$ cat config.mk
export PLATFORM = sky130hd
export DESIGN_NAME = fifo_mem_pipe
export DESIGN_NICKNAME = d
export VERILOG_FILES = /design/src/rtl/fifo_mem_pipe.sv
export SDC_FILE = /design/constraint.sdc
export NUM_CORES = 1
export LEC_CHECK = 0
export CAP_MARGIN = 20
export CORE_UTILIZATION = 55
export DETAILED_ROUTE_END_ITERATION = 8
export GPL_ROUTABILITY_DRIVEN = 0
export PLACE_DENSITY = 0.75
export SETUP_SLACK_MARGIN = 0.4
export SLEW_MARGIN = 10
export SYNTH_ARGS = -nofsm -noshare
export SYNTH_HDL_FRONTEND = slang
export SYNTH_SLANG_ARGS = --single-unit
$ cat constraint.sdc
create_clock -name clk -period 1.5 [get_ports clk]
set_input_delay 0.375 -clock clk [delete_from_list [all_inputs] [get_ports clk]]
set_output_delay 0.375 -clock clk [all_outputs]
set_load 0.005 [all_outputs]
$ cat src/rtl/fifo_mem_pipe.sv
// fifo_mem_pipe: single-clock storage array for synchronous FIFOs and packet
// buffers. It provides byte-lane writes, a registered read path of 1 or 2
// cycles with a valid pulse, and a fixed same-address read-during-write policy
// (BYPASS=1 returns new data per enabled lane, BYPASS=0 returns old data).
// Optional build macro FIFO_MEM_PARITY_EN adds per-lane even parity storage,
// the inj_err input and the parity_err output.
module fifo_mem_pipe #(
  parameter int ADDR_WIDTH = 4,
  parameter int DATA_WIDTH = 32,
  parameter int LANE_WIDTH = 8,
  parameter int RD_LATENCY = 1,
  parameter bit BYPASS     = 1'b1
) (
  input  logic                             clk,
  input  logic                             rst_n,
  input  logic                             wr_en,
  input  logic [ADDR_WIDTH-1:0]            wr_addr,
  input  logic [DATA_WIDTH/LANE_WIDTH-1:0] wr_be,
  input  logic [DATA_WIDTH-1:0]            wr_data,
  input  logic                             rd_en,
  input  logic [ADDR_WIDTH-1:0]            rd_addr,
  output logic [DATA_WIDTH-1:0]            rd_data,
  output logic                             rd_valid
`ifdef FIFO_MEM_PARITY_EN
  ,
  input  logic                             inj_err,
  output logic                             parity_err
`endif
);

  localparam int LANES = DATA_WIDTH / LANE_WIDTH;
  localparam int DEPTH = 1 << ADDR_WIDTH;

  if (RD_LATENCY != 1 && RD_LATENCY != 2) begin : g_bad_latency
    $error("fifo_mem_pipe: RD_LATENCY must be 1 or 2");
  end
  if (DATA_WIDTH % LANE_WIDTH != 0) begin : g_bad_lanes
    $error("fifo_mem_pipe: DATA_WIDTH must be a multiple of LANE_WIDTH");
  end

  // Replace the lanes selected by be with the new word, keep the rest.
  function automatic logic [DATA_WIDTH-1:0] merge_lanes(
    input logic [DATA_WIDTH-1:0] old_w,
    input logic [DATA_WIDTH-1:0] new_w,
    input logic [LANES-1:0]      be
  );
    logic [DATA_WIDTH-1:0] r;
    r = old_w;
    for (int i = 0; i < LANES; i++)
      if (be[i]) r[i*LANE_WIDTH +: LANE_WIDTH] = new_w[i*LANE_WIDTH +: LANE_WIDTH];
    return r;
  endfunction

  logic [DATA_WIDTH-1:0] mem [DEPTH];
  logic                  coll_p0;
  logic [DATA_WIDTH-1:0] rd_word_p0;

  // Byte-lane write into the array; the array itself is never reset.
  always_ff @(posedge clk) begin
    if (wr_en) mem[wr_addr] <= merge_lanes(mem[wr_addr], wr_data, wr_be);
  end

  // Array read; a same-address write is merged in only when BYPASS selects new data.
  always_comb begin
    coll_p0    = wr_en && (wr_addr == rd_addr);
    rd_word_p0 = mem[rd_addr];
    if (BYPASS && coll_p0) rd_word_p0 = merge_lanes(mem[rd_addr], wr_data, wr_be);
  end

`ifdef FIFO_MEM_PARITY_EN
  // Even parity of every lane of a word.
  function automatic logic [LANES-1:0] lane_parity(input logic [DATA_WIDTH-1:0] w);
    logic [LANES-1:0] p;
    for (int i = 0; i < LANES; i++) p[i] = ^w[i*LANE_WIDTH +: LANE_WIDTH];
    return p;
  endfunction

  // Per-lane select between old and new parity bits.
  function automatic logic [LANES-1:0] merge_par(
    input logic [LANES-1:0] old_p,
    input logic [LANES-1:0] new_p,
    input logic [LANES-1:0] be
  );
    return (old_p & ~be) | (new_p & be);
  endfunction

  logic [LANES-1:0] par_mem [DEPTH];
  logic [LANES-1:0] wr_par;
  logic [LANES-1:0] rd_par_p0;
  logic             err_p0;

  assign wr_par = lane_parity(wr_data) ^ {LANES{inj_err}};

  // Parity bits are written together with their lanes.
  always_ff @(posedge clk) begin
    if (wr_en) par_mem[wr_addr] <= merge_par(par_mem[wr_addr], wr_par, wr_be);
  end

  // Parity check of the word being read, bypassed lanes use fresh parity.
  always_comb begin
    rd_par_p0 = par_mem[rd_addr];
    if (BYPASS && coll_p0) rd_par_p0 = merge_par(par_mem[rd_addr], wr_par, wr_be);
    err_p0 = |(lane_parity(rd_word_p0) ^ rd_par_p0);
  end
`endif

  if (RD_LATENCY == 2) begin : g_lat2
    logic [DATA_WIDTH-1:0] data_p1;
    logic                  vld_p1;
`ifdef FIFO_MEM_PARITY_EN
    logic                  err_p1;
`endif

    // ---- stage p0 -> p1: capture the array word; holds when no read issued.
    always_ff @(posedge clk) begin
      if (rd_en) begin
        data_p1 <= rd_word_p0;
`ifdef FIFO_MEM_PARITY_EN
        err_p1  <= err_p0;
`endif
      end
    end

    // Stage valid; reset drops any read in flight.
    always_ff @(posedge clk or negedge rst_n) begin
      if (!rst_n) vld_p1 <= 1'b0;
      else        vld_p1 <= rd_en;
    end

    // ---- stage p1 -> output: present result with its valid pulse.
    always_ff @(posedge clk or negedge rst_n) begin
      if (!rst_n) begin
        rd_data    <= '0;
        rd_valid   <= 1'b0;
`ifdef FIFO_MEM_PARITY_EN
        parity_err <= 1'b0;
`endif
      end else begin
        rd_valid   <= vld_p1;
        if (vld_p1) rd_data <= data_p1;
`ifdef FIFO_MEM_PARITY_EN
        parity_err <= vld_p1 & err_p1;
`endif
      end
    end
  end else begin : g_lat1
    // ---- stage p0 -> output: array word registered straight into rd_data.
    always_ff @(posedge clk or negedge rst_n) begin
      if (!rst_n) begin
        rd_data    <= '0;
        rd_valid   <= 1'b0;
`ifdef FIFO_MEM_PARITY_EN
        parity_err <= 1'b0;
`endif
      end else begin
        rd_valid   <= rd_en;
        if (rd_en) rd_data <= rd_word_p0;
`ifdef FIFO_MEM_PARITY_EN
        parity_err <= rd_en & err_p0;
`endif
      end
    end
  end

endmodule

==> flow_summary.html, run 1 <==
<table>
<tr><th>Metric</th><th>Value</th></tr>
<tr><th colspan="2">STA</th></tr>
<tr><td>Final hold violations</td><td>0</td></tr>
<tr><td>Final worst path period share</td><td>107%</td></tr>
<tr><td>Final setup margin</td><td>-112 ps</td></tr>
<tr><td>Setup repair after global routing missed its margin</td><td>true</td></tr>
<tr><td>Count of pins over their slew limit</td><td>0</td></tr>
<tr><td>Count of final setup violators</td><td>21</td></tr>
<tr><td>Total Neg Setup Slack</td><td>-731 ps</td></tr>
<tr><td>Fin Clk Skew</td><td>10.4 ps</td></tr>
<tr><td>Slew at the pin closest to its max-slew limit</td><td>359 ps</td></tr>
<tr><td>Final critical path time including I/O delays and setup</td><td>1610 ps</td></tr>
<tr><td>Max frequency</td><td>around 0.62 GHz</td></tr>
<tr><td>Tightest slew margin relative to the limit</td><td>76.1%</td></tr>
<tr><th colspan="2">Die</th></tr>
<tr><td>Floorplan Core Area</td><td>37800 um2</td></tr>
<tr><td>Die Outline Area</td><td>39500 um2</td></tr>
<tr><td>Chip width</td><td>199 um</td></tr>
<tr><td>Vertical die dimension</td><td>roughly 200 um</td></tr>
<tr><td>Initial cell density of the core</td><td>56.3%</td></tr>
<tr><td>Count of standard-cell rows</td><td>71</td></tr>
<tr><td>IO Count</td><td>81</td></tr>
<tr><th colspan="2">Power</th></tr>
<tr><td>Clock power frac</td><td>39.3%</td></tr>
<tr><td>Pwr Total</td><td>32.9 mW</td></tr>
<tr><td>Sw Ratio</td><td>between 20% and 30%</td></tr>
<tr><td>Register share of total power</td><td>about half</td></tr>
<tr><td>Worst vdd rail ir drop</td><td>0.000850 V</td></tr>
<tr><td>Static leakage</td><td>9.23 nW</td></tr>
<tr><td>Total power divided by cell area</td><td>1180 nW/um2</td></tr>
<tr><td>Internal Pwr Total</td><td>25.9 mW</td></tr>
<tr><td>Net Switching</td><td>between 7 and 8 mW</td></tr>
<tr><td>Share of power burned in combinational logic</td><td>a little under 9%</td></tr>
<tr><th colspan="2">Worst setup path</th></tr>
<tr><td>Worst path required time</td><td>1950 ps</td></tr>
<tr><td>Highest net fanout along the worst path</td><td>1</td></tr>
<tr><td>Cell at the slowest stage of the critical path</td><td>mux4_2</td></tr>
<tr><td>Startpoint types</td><td>flip-flop</td></tr>
<tr><td>Worst R2R Start</td><td>mem[5][25]$_DFFE_PP_</td></tr>
<tr><td>Arrival @ worst endpoint</td><td>2060 ps</td></tr>
<tr><td>Crit path capture type</td><td>flip-flop</td></tr>
<tr><td>Startpoint-to-endpoint class of the critical path</td><td>reg2reg</td></tr>
<tr><td>Sequence of cells on the critical path</td><td>mux4_2, a22oi_2, nand2_2, a31o_2</td></tr>
<tr><td>Crit path largest cell delay</td><td>530 ps</td></tr>
<tr><td>Worst reg-to-reg path cell count</td><td>4</td></tr>
<tr><td>FF-to-FF End</td><td>rd_data[25]$_DFFE_PN0P_</td></tr>
<tr><td>Setup slack on the worst flop-to-flop path</td><td>-110 ps</td></tr>
<tr><th colspan="2">Global routing</th></tr>
<tr><td>Busiest grt layer</td><td>met2</td></tr>
<tr><td>Routing usage on met2</td><td>44.3%</td></tr>
<tr><td>Vias in the first global route</td><td>12100</td></tr>
<tr><td>Global-route wire length before repair</td><td>76.0 mm</td></tr>
<tr><td>Met3 demand-to-capacity share in global routing</td><td>4.75%</td></tr>
<tr><td>Antenna violations before repair</td><td>0</td></tr>
<tr><td>Largest net degree at the start of global routing</td><td>55</td></tr>
<tr><td>Total Routing Usage GR</td><td>a little over a quarter</td></tr>
<tr><td>Met1 Resource Use GR</td><td>37.4%</td></tr>
<tr><td>Total gr overflow</td><td>0</td></tr>
<tr><th colspan="2">Run status</th></tr>
<tr><td>Run status</td><td>finished with violations</td></tr>
<tr><td>Violated checks</td><td>setup timing</td></tr>
<tr><th colspan="2">Cells and area</th></tr>
<tr><td>Share of post-route cells with drive strength above 1</td><td>45.1%</td></tr>
<tr><td>Fillers</td><td>2122</td></tr>
<tr><td>Diodes inserted</td><td>0</td></tr>
<tr><td>Number of nets in the layout</td><td>1385</td></tr>
<tr><td>Area overhead of the layout relative to synthesis</td><td>30.8%</td></tr>
<tr><th colspan="2">Clocking</th></tr>
<tr><td>Clock-pin slew on the worst setup and hold paths</td><td>60 ps</td></tr>
<tr><td># clock sinks</td><td>545</td></tr>
<tr><td>H-tree depth</td><td>2</td></tr>
<tr><td>Worst-skew pair later-pin latency</td><td>570 ps</td></tr>
<tr><td>TritonCTS clock tree</td><td>built</td></tr>
<tr><td>Clock Tree Buf Depth</td><td>3</td></tr>
<tr><td>Library cell used as clock root buffer</td><td>clkbuf_16</td></tr>
<tr><td>Number of clock buffers inserted by TritonCTS</td><td>53</td></tr>
<tr><th colspan="2">Synth</th></tr>
<tr><td>Gate Count Post-Synth</td><td>around 1100</td></tr>
<tr><td>Synthesis-stage register bit count</td><td>545</td></tr>
<tr><td>Prevailing post-synth register cell</td><td>edfxtp_1</td></tr>
<tr><td>Syn Area/Cell</td><td>slightly below 20 um2</td></tr>
<tr><td>Cell type with the largest total area after synthesis</td><td>edfxtp_1</td></tr>
<tr><td>Distinct cell type count of the synthesized netlist</td><td>21</td></tr>
<tr><td>Post-synth top cells</td><td>512 x edfxtp_1, 128 x mux4_2, 77 x nand2_1</td></tr>
<tr><td>Post-Syn Area</td><td>21300 um2</td></tr>
<tr><td>Share of synthesized registers carrying an async set or reset</td><td>6.06%</td></tr>
<tr><td>Number of synthesized flops with an enable pin</td><td>512</td></tr>
<tr><td>Sequential cell area fraction in the yosys report</td><td>76.1%</td></tr>
<tr><td>Count of synthesis-stage warnings from yosys</td><td>0</td></tr>
<tr><td>Synth top area share</td><td>roughly 72%</td></tr>
<tr><td>Most numerous cell in the Yosys netlist</td><td>edfxtp_1</td></tr>
<tr><td>Leading cell types by total area after synthesis</td><td>edfxtp_1 72%, mux4_2 14%, dfrtp_1 3.9%</td></tr>
<tr><td>Synthesized netlist net count</td><td>approximately 1100</td></tr>
<tr><th colspan="2">Placed design</th></tr>
<tr><td>Count of port buffers added during placement</td><td>80</td></tr>
<tr><td>HPWL after detailed placement</td><td>32.2 mm</td></tr>
<tr><th colspan="2">Detailed routing</th></tr>
<tr><td>Count of vias placed by the detailed router</td><td>11600</td></tr>
<tr><td>Drt via density</td><td>between 6 and 7</td></tr>
<tr><td>Mean routed wirelength per cell</td><td>between 20 and 30 um</td></tr>
<tr><td>Post-route antenna net violation count</td><td>0</td></tr>
<tr><td>Starting DRT DRC Count</td><td>1140</td></tr>
<tr><td>Post-route DRC violation count</td><td>0</td></tr>
<tr><td>Total detailed-routing wirelength</td><td>51.4 mm</td></tr>
<tr><td>TritonRoute pass-1 iters</td><td>5</td></tr>
<tr><th colspan="2">Min path</th></tr>
<tr><td>Class of the tightest hold or removal check</td><td>in2async</td></tr>
<tr><th colspan="2">Flow run</th></tr>
<tr><td>Max capacitance violation total</td><td>0</td></tr>
</table>
==> power by group through the flow <==
stage / clock network, mW / registers, mW / logic [mW]
2_1_floorplan: 0 / 17.3 / 1.31
3_3_place_gp: 0 / 17.3 / 2.55
3_5_place_dp: 0 / 17.4 / 2.60
4_1_cts: 13.1 / 17.0 / 2.83
5_1_grt: 13.7 / 17.0 / 3.10
6_report: 12.9 / 17.0 / 2.94
==> how the worst max path moves through the flow <==
stage	endpoint	depth (start not counted)	startpoint	slack [ps]
CTS	rd_data[29]$_DFFE_PN0P_	4	mem[8][29]$_DFFE_PP_	-110
global placement	rd_data[6]$_DFFE_PN0P_	6	rd_addr[3]	-880
finish	rd_data[25]$_DFFE_PN0P_	4	mem[5][25]$_DFFE_PP_	-110
detailed placement	rd_data[13]$_DFFE_PN0P_	6	rd_addr[3]	-860
global route	rd_data[25]$_DFFE_PN0P_	4	mem[5][25]$_DFFE_PP_	-150
floorplan	rd_data[24]$_DFFE_PN0P_	7	rd_addr[0]	-340
==> cells in the final DEF, fill, tap and decap left out, drive strengths merged <==
| cell | n |
|---|---|
| edfxtp | 512 |
| nand2 | 77 |
| mux4 | 128 |
| inv | 32 |
| clkinv | 21 |
| bufinv | 4 |
| clkdlybuf4s15 | 1 |
| a31o | 32 |
| clkbuf | 73 |
| o32ai | 32 |
| dfrtp | 33 |
| or2 | 4 |
| a22oi | 64 |
| bufbuf | 1 |
| dlygate4sd2 | 6 |
| clkdlybuf4s50 | 32 |
| nand4 | 2 |
| nor2 | 67 |
| nor2b | 6 |
| nand3 | 6 |
| clkinvlp | 1 |
| and2 | 1 |
| dlygate4sd3 | 2 |
| buf | 238 |
| xnor2 | 4 |
==> state kept, by name, summed over array words and instances (netlist names) <==
| signal | count |
|---|---|
| rd_data | 32 |
| rd_valid | 1 |
| mem | 512 |
==> layout make-up <==
type	count	area (um2)	area share [%]
Sequential cell	545	16200	58.1
Multi-Input combinational cell	423	5830	20.9
Timing Repair Buffer	282	3380	12.1
Clock buffer	71	1470	5.26
Tap cell	511	639	2.29
Clock inverter	26	228	0.817
Inverter	32	120	0.431
==> metal layers <==
layer | vias up | routed length [um]
li1 | 4939 | -
met1 | 6038 | 20100
met2 | 571 | 26000
met3 | 88 | 3830
met4 | 0 | 1400
met5 | - | 0
==> worst max-delay path, delay by kind of cell, from the launching register on <==
kind	cells	cell delay, ps
AND/OR/NAND/NOR	1	100
multiplexers	1	530
AO/OA/AOI/OAI	2	470
flip-flops	1	400
==> timing repair <==
action | CTS | global route
endpoints found under the hold margin | 13 | 0
setup endpoints to repair | 577 | 521
gates cloned | 3 | 1
hold buffers | 2 | 0
pin swaps | 60 | 26
gates resized for setup | 266 | 17
buffers inserted | 34 | 13
==> stage by stage <==
stage               setup WS, ps  instance area, um2  hold slack [ps]  cells  utilization [%]
CTS                         -106               27600              237   1876             72.9
floorplan                   -338               22300             79.4   1074                -
global route                -149               27900              269   1890             73.6
finish                      -112               27900              250   1890             73.6
global placement            -876               25000              296   1740             66.1
detailed placement          -865               25000              302   1740             66.1
==> cell families (layout without fill, tap and decap cells) <==
group / Yosys count / after routing / synth area share (%)
compound gates: 128 / 128 / 4.89
xor+xnor: 4 / 4 / 0.164
mux: 128 / 128 / 13.5
simple gates: 163 / 163 / 3.06
buf+inv: 106 / 411 / 2.29
flops: 545 / 545 / 76.1
No activity file was read; power rests on OpenSTA's default activity.
==> run 2, diff against run 1 <==
--- a/config.mk
+++ b/config.mk
@@ -5,7 +5,7 @@
 export SDC_FILE = /design/constraint.sdc
 export NUM_CORES = 1
 export LEC_CHECK = 0
-export CAP_MARGIN = 20
+export CAP_MARGIN = 5
 export CORE_UTILIZATION = 55
 export DETAILED_ROUTE_END_ITERATION = 8
 export GPL_ROUTABILITY_DRIVEN = 0
==> results of run 2 <==
Same layout as run 1: the final DEF is identical, and so are final timing and power.
